<file path="src/rtl/uart_tx_arbiter.sv">
// Round-robin controller sharing one uart_tx serializer among N_REQ byte producers,
// with a watchdog that recovers when the transmitter never reports completion.
module uart_tx_arbiter #(
    parameter int unsigned N_REQ          = 4,
    parameter int unsigned TIMEOUT_CYCLES = 125_004,
    parameter int unsigned ID_W           = 3
) (
    input  logic               clk,
    input  logic               rst,
    input  logic [N_REQ-1:0]   req_valid,
    input  logic [8*N_REQ-1:0] req_data,
    output logic [N_REQ-1:0]   req_ready,
    output logic               tx_start,
    output logic [7:0]         tx_data,
    input  logic               tx_busy,
    input  logic               tx_done,
    output logic [ID_W-1:0]    grant_id,
    output logic               ctrl_busy,
    output logic               err_timeout
);
    localparam int unsigned CNT_W = (TIMEOUT_CYCLES > 1) ? $clog2(TIMEOUT_CYCLES) : 1;

    localparam logic [1:0] S_IDLE   = 2'd0;
    localparam logic [1:0] S_LAUNCH = 2'd1;
    localparam logic [1:0] S_WAIT   = 2'd2;

    logic [1:0]       state;
    logic [1:0]       state_nxt;
    logic [ID_W-1:0]  last_grant;
    logic [ID_W-1:0]  last_grant_nxt;
    logic [ID_W-1:0]  grant_id_nxt;
    logic [ID_W-1:0]  winner;
    logic [7:0]       tx_data_nxt;
    logic [CNT_W-1:0] wd_cnt;
    logic [CNT_W-1:0] wd_cnt_nxt;
    logic             tx_start_nxt;
    logic             err_nxt;
    logic             ctrl_busy_nxt;
    logic             found;
    logic [N_REQ-1:0] rot;

    // First valid requester searching upward from just after the last one served.
    always_comb begin
        winner = last_grant;
        found  = 1'b0;
        rot    = '0;
        for (int unsigned i = 1; i <= N_REQ; i++) begin
            rot = req_valid >> ((32'(last_grant) + i) % N_REQ);
            if (!found && rot[0]) begin
                found  = 1'b1;
                winner = ID_W'((32'(last_grant) + i) % N_REQ);
            end
        end
    end

    // Next-state and registered-output decode.
    always_comb begin
        state_nxt      = state;
        last_grant_nxt = last_grant;
        grant_id_nxt   = grant_id;
        tx_data_nxt    = tx_data;
        wd_cnt_nxt     = wd_cnt;
        tx_start_nxt   = 1'b0;
        err_nxt        = 1'b0;
        req_ready      = '0;

        case (state)
            S_IDLE: begin
                // A busy serializer (e.g. frame still running after reset) blocks grants.
                if (!tx_busy && found) begin
                    req_ready      = N_REQ'(1) << winner;
                    tx_data_nxt    = 8'(req_data >> (32'(winner) * 8));
                    grant_id_nxt   = winner;
                    last_grant_nxt = winner;
                    tx_start_nxt   = 1'b1;
                    state_nxt      = S_LAUNCH;
                end
            end
            S_LAUNCH: begin
                wd_cnt_nxt = '0;
                state_nxt  = S_WAIT;
            end
            S_WAIT: begin
                wd_cnt_nxt = wd_cnt + CNT_W'(1);
                if (tx_done) begin
                    state_nxt = S_IDLE;
                end else if (wd_cnt == CNT_W'(TIMEOUT_CYCLES - 1)) begin
                    err_nxt   = 1'b1;
                    state_nxt = S_IDLE;
                end
            end
            default: state_nxt = S_IDLE;
        endcase

        if (rst) begin
            req_ready = '0;
        end
        ctrl_busy_nxt = (state_nxt != S_IDLE);
    end

    always_ff @(posedge clk) begin
        if (rst) begin
            state       <= S_IDLE;
            last_grant  <= ID_W'(N_REQ - 1);
            grant_id    <= '0;
            tx_data     <= '0;
            tx_start    <= 1'b0;
            ctrl_busy   <= 1'b0;
            err_timeout <= 1'b0;
            wd_cnt      <= '0;
        end else begin
            state       <= state_nxt;
            last_grant  <= last_grant_nxt;
            grant_id    <= grant_id_nxt;
            tx_data     <= tx_data_nxt;
            tx_start    <= tx_start_nxt;
            ctrl_busy   <= ctrl_busy_nxt;
            err_timeout <= err_nxt;
            wd_cnt      <= wd_cnt_nxt;
        end
    end

endmodule

</file>
<file path="config.mk">
export PLATFORM = sky130hd
export DESIGN_NAME = uart_tx_arbiter
export DESIGN_NICKNAME = d
export VERILOG_FILES = /design/src/rtl/uart_tx_arbiter.sv
export SDC_FILE = /design/constraint.sdc
export NUM_CORES = 1
export LEC_CHECK = 0
export CAP_MARGIN = 20
export CORE_MARGIN = 2
export CORE_UTILIZATION = 49
export CTS_CLUSTER_DIAMETER = 200
export DETAILED_ROUTE_END_ITERATION = 7
export PLACE_DENSITY = 0.91
export RECOVER_POWER = 25
export SLEW_MARGIN = 15
export SYNTH_ARGS = -nofsm -noshare
export SYNTH_HDL_FRONTEND = slang
export SYNTH_SLANG_ARGS = --single-unit
</file>
<file path="constraint.sdc">
create_clock -name clk -period 2.88 [get_ports clk]
set_input_delay 0.576 -clock clk [delete_from_list [all_inputs] [get_ports clk]]
set_output_delay 0.576 -clock clk [all_outputs]
set_load 0.03 [all_outputs]
</file>
==> impl_metrics.ini, run 1 <==
[run_status]
status = complete, no violations

[clock_tree]
postCtsHoldBufs = 0
cts_tree = yes
h-tree-depth = 2
cts_root_buf = clkbuf_8
path_clk_slew_ns = 0.07
cts_buffers = 5
clk_latency_ns = 0.29
clock_sinks = 35
cts_buffer_depth = 2

[grt]
grt_pass1_wl_um = 6620
grt_use_total = 0.204
grt_max_degree = 18
overflow = 0
antenna_found_initial = 0
grt_pass1_vias = 1583

[critical_path]
cp_data_required_time_ns = 2.30
worstSetupStartpointType = input port
slowest_stage = clkdlybuf4s50_1
r2r_setup_slack_ns = 0.83
worstPathMaxFanout = 4
rr_worst_depth = 7
r2r_start = state[0]$_SDFF_PP0_
crit_chain = clkdlybuf4s50_1, buf_4, o21a_1, o21ai_1, o311ai_2, buf_6, nand2b_1, nor2_1, buf_4
arrival_ns = 2.22
r2r_end = wd_cnt[15]$_SDFFE_PP0P_
crit_type = input port to output pin
crit_path_end_kind = output pin
slowest_delay_ns = 0.43
cpMostUsedCell = buf_4

[pwr]
power_density_nw_per_um2 = 523
ir_drop_mv = 0.498
power.total_mw = 1.35
p_leak_nw = 1.04

[place]
io_buffers = 57
dpl.hpwl_um = 3100
placed_cells = 309
place_congestion = 0.746

[drt]
dr.first_iter.drc_count = 36
antenna_left = 0
routed_via_density = 5.23
post_drt_wl_per_cell_um = 12.8
finalWirelength_um = 4080
firstDrtPassIters = 4
num_vias = 1664
drc_errors = 0

[timing]
holdWs_ns = 0.473
slew_violations = 0
fmax_ghz = 0.357
worst_pin_slew_ns = 0.602
rsz0062_at_grt = yes
fin_crit_ns = 2.80
maxSlewHeadroom = 0.599
skew_ns = 0.00759
finalHoldViolations = 0
fin_crit_sh = 0.972
setup_viol = 0

[logic_synthesis]
seq_area_frac_synth = 0.387
syn_nets = 243
ys.flop_type = dfxtp_1
yosysUniqueCellTypes = 38
syn-mean-instance-area_um2 = 9.14
synth_async_sr_flop_share = 0
synthCells = 198
synth_edf_count = 0
ys_warn_count = 0
ys_ff_latch = 35
syn_area_um2 = 1810

[floorplanning]
dieWidth_um = 64.8
initial_core_util = 0.502
die_height_um = 64.8
pin_count = 58
placementRows = 22
core_area_um2 = 3610
die_area_um2 = 4190

[cells_and_area]
area.growth.synth_to_final_pct = 42.9
drive_above_1_share = 0.137
fin_util = 0.717
fillerInstances = 258
diodes = 0
stdcell_count = 318
layout.nets = 314

[worst_hold_path]
min_to = grant_id[2]$_SDFFE_PP0P_
worst_hold_path_type = flip-flop to flip-flop
min_from = grant_id[2]$_SDFFE_PP0P_
hold_path_depth = 1

[job]
cap_violations = 0
[final cells by class]
type / count / area [um^2] / share of cell area
Clock buffer: 6 / 72.6 / 0.0281
Clock inverter: 2 / 12.5 / 0.00484
Inverter: 6 / 22.5 / 0.00871
Multi-Input combinational cell: 148 / 1040 / 0.402
Sequential cell: 35 / 701 / 0.271
Tap cell: 48 / 60.1 / 0.0232
Timing Repair Buffer: 73 / 678 / 0.262
[placed cells by master (no fill, tap or decap), drive strengths merged, types with 2 or more instances in the layout]
cell,count
a21oi,7
and2,2
and3,3
buf,17
clkbuf,9
clkdlybuf4s50,47
dfxtp,35
dlygate4sd3,5
ha,5
inv,6
mux2i,17
nand2,13
nand2b,4
nand3,3
nand3b,9
nand4,5
nor2,30
nor3,3
nor4,2
nor4b,2
o21a,2
o21ai,4
o221ai,8
o41ai,2
or3,2
or4,2
xnor2,5
xor2,10
[stage by stage]
step	TNS, ns	worst slack, ns	area, um^2
5_1_grt	-0.0277	-0.0277	2580
4_1_cts	0	0.0244	2600
3_5_place_dp	-0.576	-0.203	2510
6_report	0	0.0793	2580
2_1_floorplan	0	0.503	1810
3_3_place_gp	-0.455	-0.162	2510
[worst max-delay path, delay by kind of cell]
family | cells | cell delay [ns]
compound gates | 3 | 0.46
buf+inv | 4 | 0.90
simple gates | 2 | 0.28
[registers in the layout, summed over array words and instances, names as in the netlist]
register	count
last_grant	2
state	2
grant_id	3
ctrl_busy	1
wd_cnt	17
tx_start	1
tx_data	8
err_timeout	1
[how the worst max path moves through the flow]
stage / startpoint / end / slack, ns / depth (start not counted)
6_report: req_valid[1] / req_ready[2] / 0.08 / 9
5_1_grt: req_valid[0] / req_ready[2] / -0.03 / 9
4_1_cts: req_valid[3] / req_ready[1] / 0.02 / 7
3_5_place_dp: req_valid[3] / req_ready[1] / -0.20 / 7
3_3_place_gp: req_valid[3] / req_ready[1] / -0.16 / 7
2_1_floorplan: req_valid[3] / req_ready[0] / 0.50 / 5
[power breakdown]
group	total [mW]	internal (mW)	leakage, nW	switching [mW]
clock	0.337	0.169	0.0412	0.169
sequential	0.558	0.529	0.285	0.0294
combinational	0.458	0.223	0.716	0.235
total	1.35	0.920	1.04	0.433
[per-layer routing]
layer	routed length, um	vias up	track usage	part of all wire
met4	59	0	0.0771	0.014
met5	0	-	0	0
met3	317	9	0.0781	0.078
met2	1910	47	0.358	0.47
met1	1800	768	0.219	0.44
li1	-	840	-	-
[timing repair]
action / in CTS / in global routing
setup endpoints to repair: 4 / 4
pin swaps: 0 / 0
resized for setup: 3 / 6
buffers inserted: 1 / 0
[cell usage after synthesis, types with 2 or more instances]
| library cell | instances | area, um^2 |
|---|---|---|
| xor2_1 | 10 | 87.6 |
| nor4b_2 | 2 | 30.0 |
| o21a_1 | 2 | 15.0 |
| buf_2 | 3 | 15.0 |
| and3_1 | 2 | 12.5 |
| nor4_2 | 2 | 25.0 |
| nor2_1 | 30 | 113 |
| nor3_2 | 2 | 20.0 |
| nand2_1 | 13 | 48.8 |
| a21oi_1 | 6 | 30.0 |
| o41ai_1 | 2 | 17.5 |
| and2_1 | 2 | 12.5 |
| clkbuf_1 | 3 | 11.3 |
| or4_4 | 2 | 22.5 |
| xnor2_1 | 5 | 43.8 |
| inv_1 | 6 | 22.5 |
| nand4_1 | 5 | 31.3 |
| dfxtp_1 | 35 | 701 |
| or3_1 | 2 | 12.5 |
| ha_1 | 5 | 62.6 |
| nand3_1 | 3 | 15.0 |
| nand2b_1 | 4 | 25.0 |
| nand3b_1 | 9 | 67.6 |
| o21ai_0 | 4 | 20.0 |
| mux2i_1 | 17 | 170 |
| o221ai_1 | 8 | 70.1 |
| buf_4 | 3 | 22.5 |
[kinds of logic after synthesis]
kind of cell               after synthesis  synth area share
and+or+nand+nor                         83             0.260
DFF                                     35             0.387
AOI/OAI and AO/OA                       28             0.112
muxes                                   17            0.0941
xor gates and xnor gates                15            0.0726
buffers and inverters                   15            0.0394
adders and majority gates                5            0.0346
No activity file was read; power rests on OpenSTA's default activity.
==> inputs of run 2 (changes only) <==
- CTS_CLUSTER_DIAMETER: 200 -> 100
==> results of run 2 <==
Same layout as run 1: the final DEF is identical, and so are final timing and power.
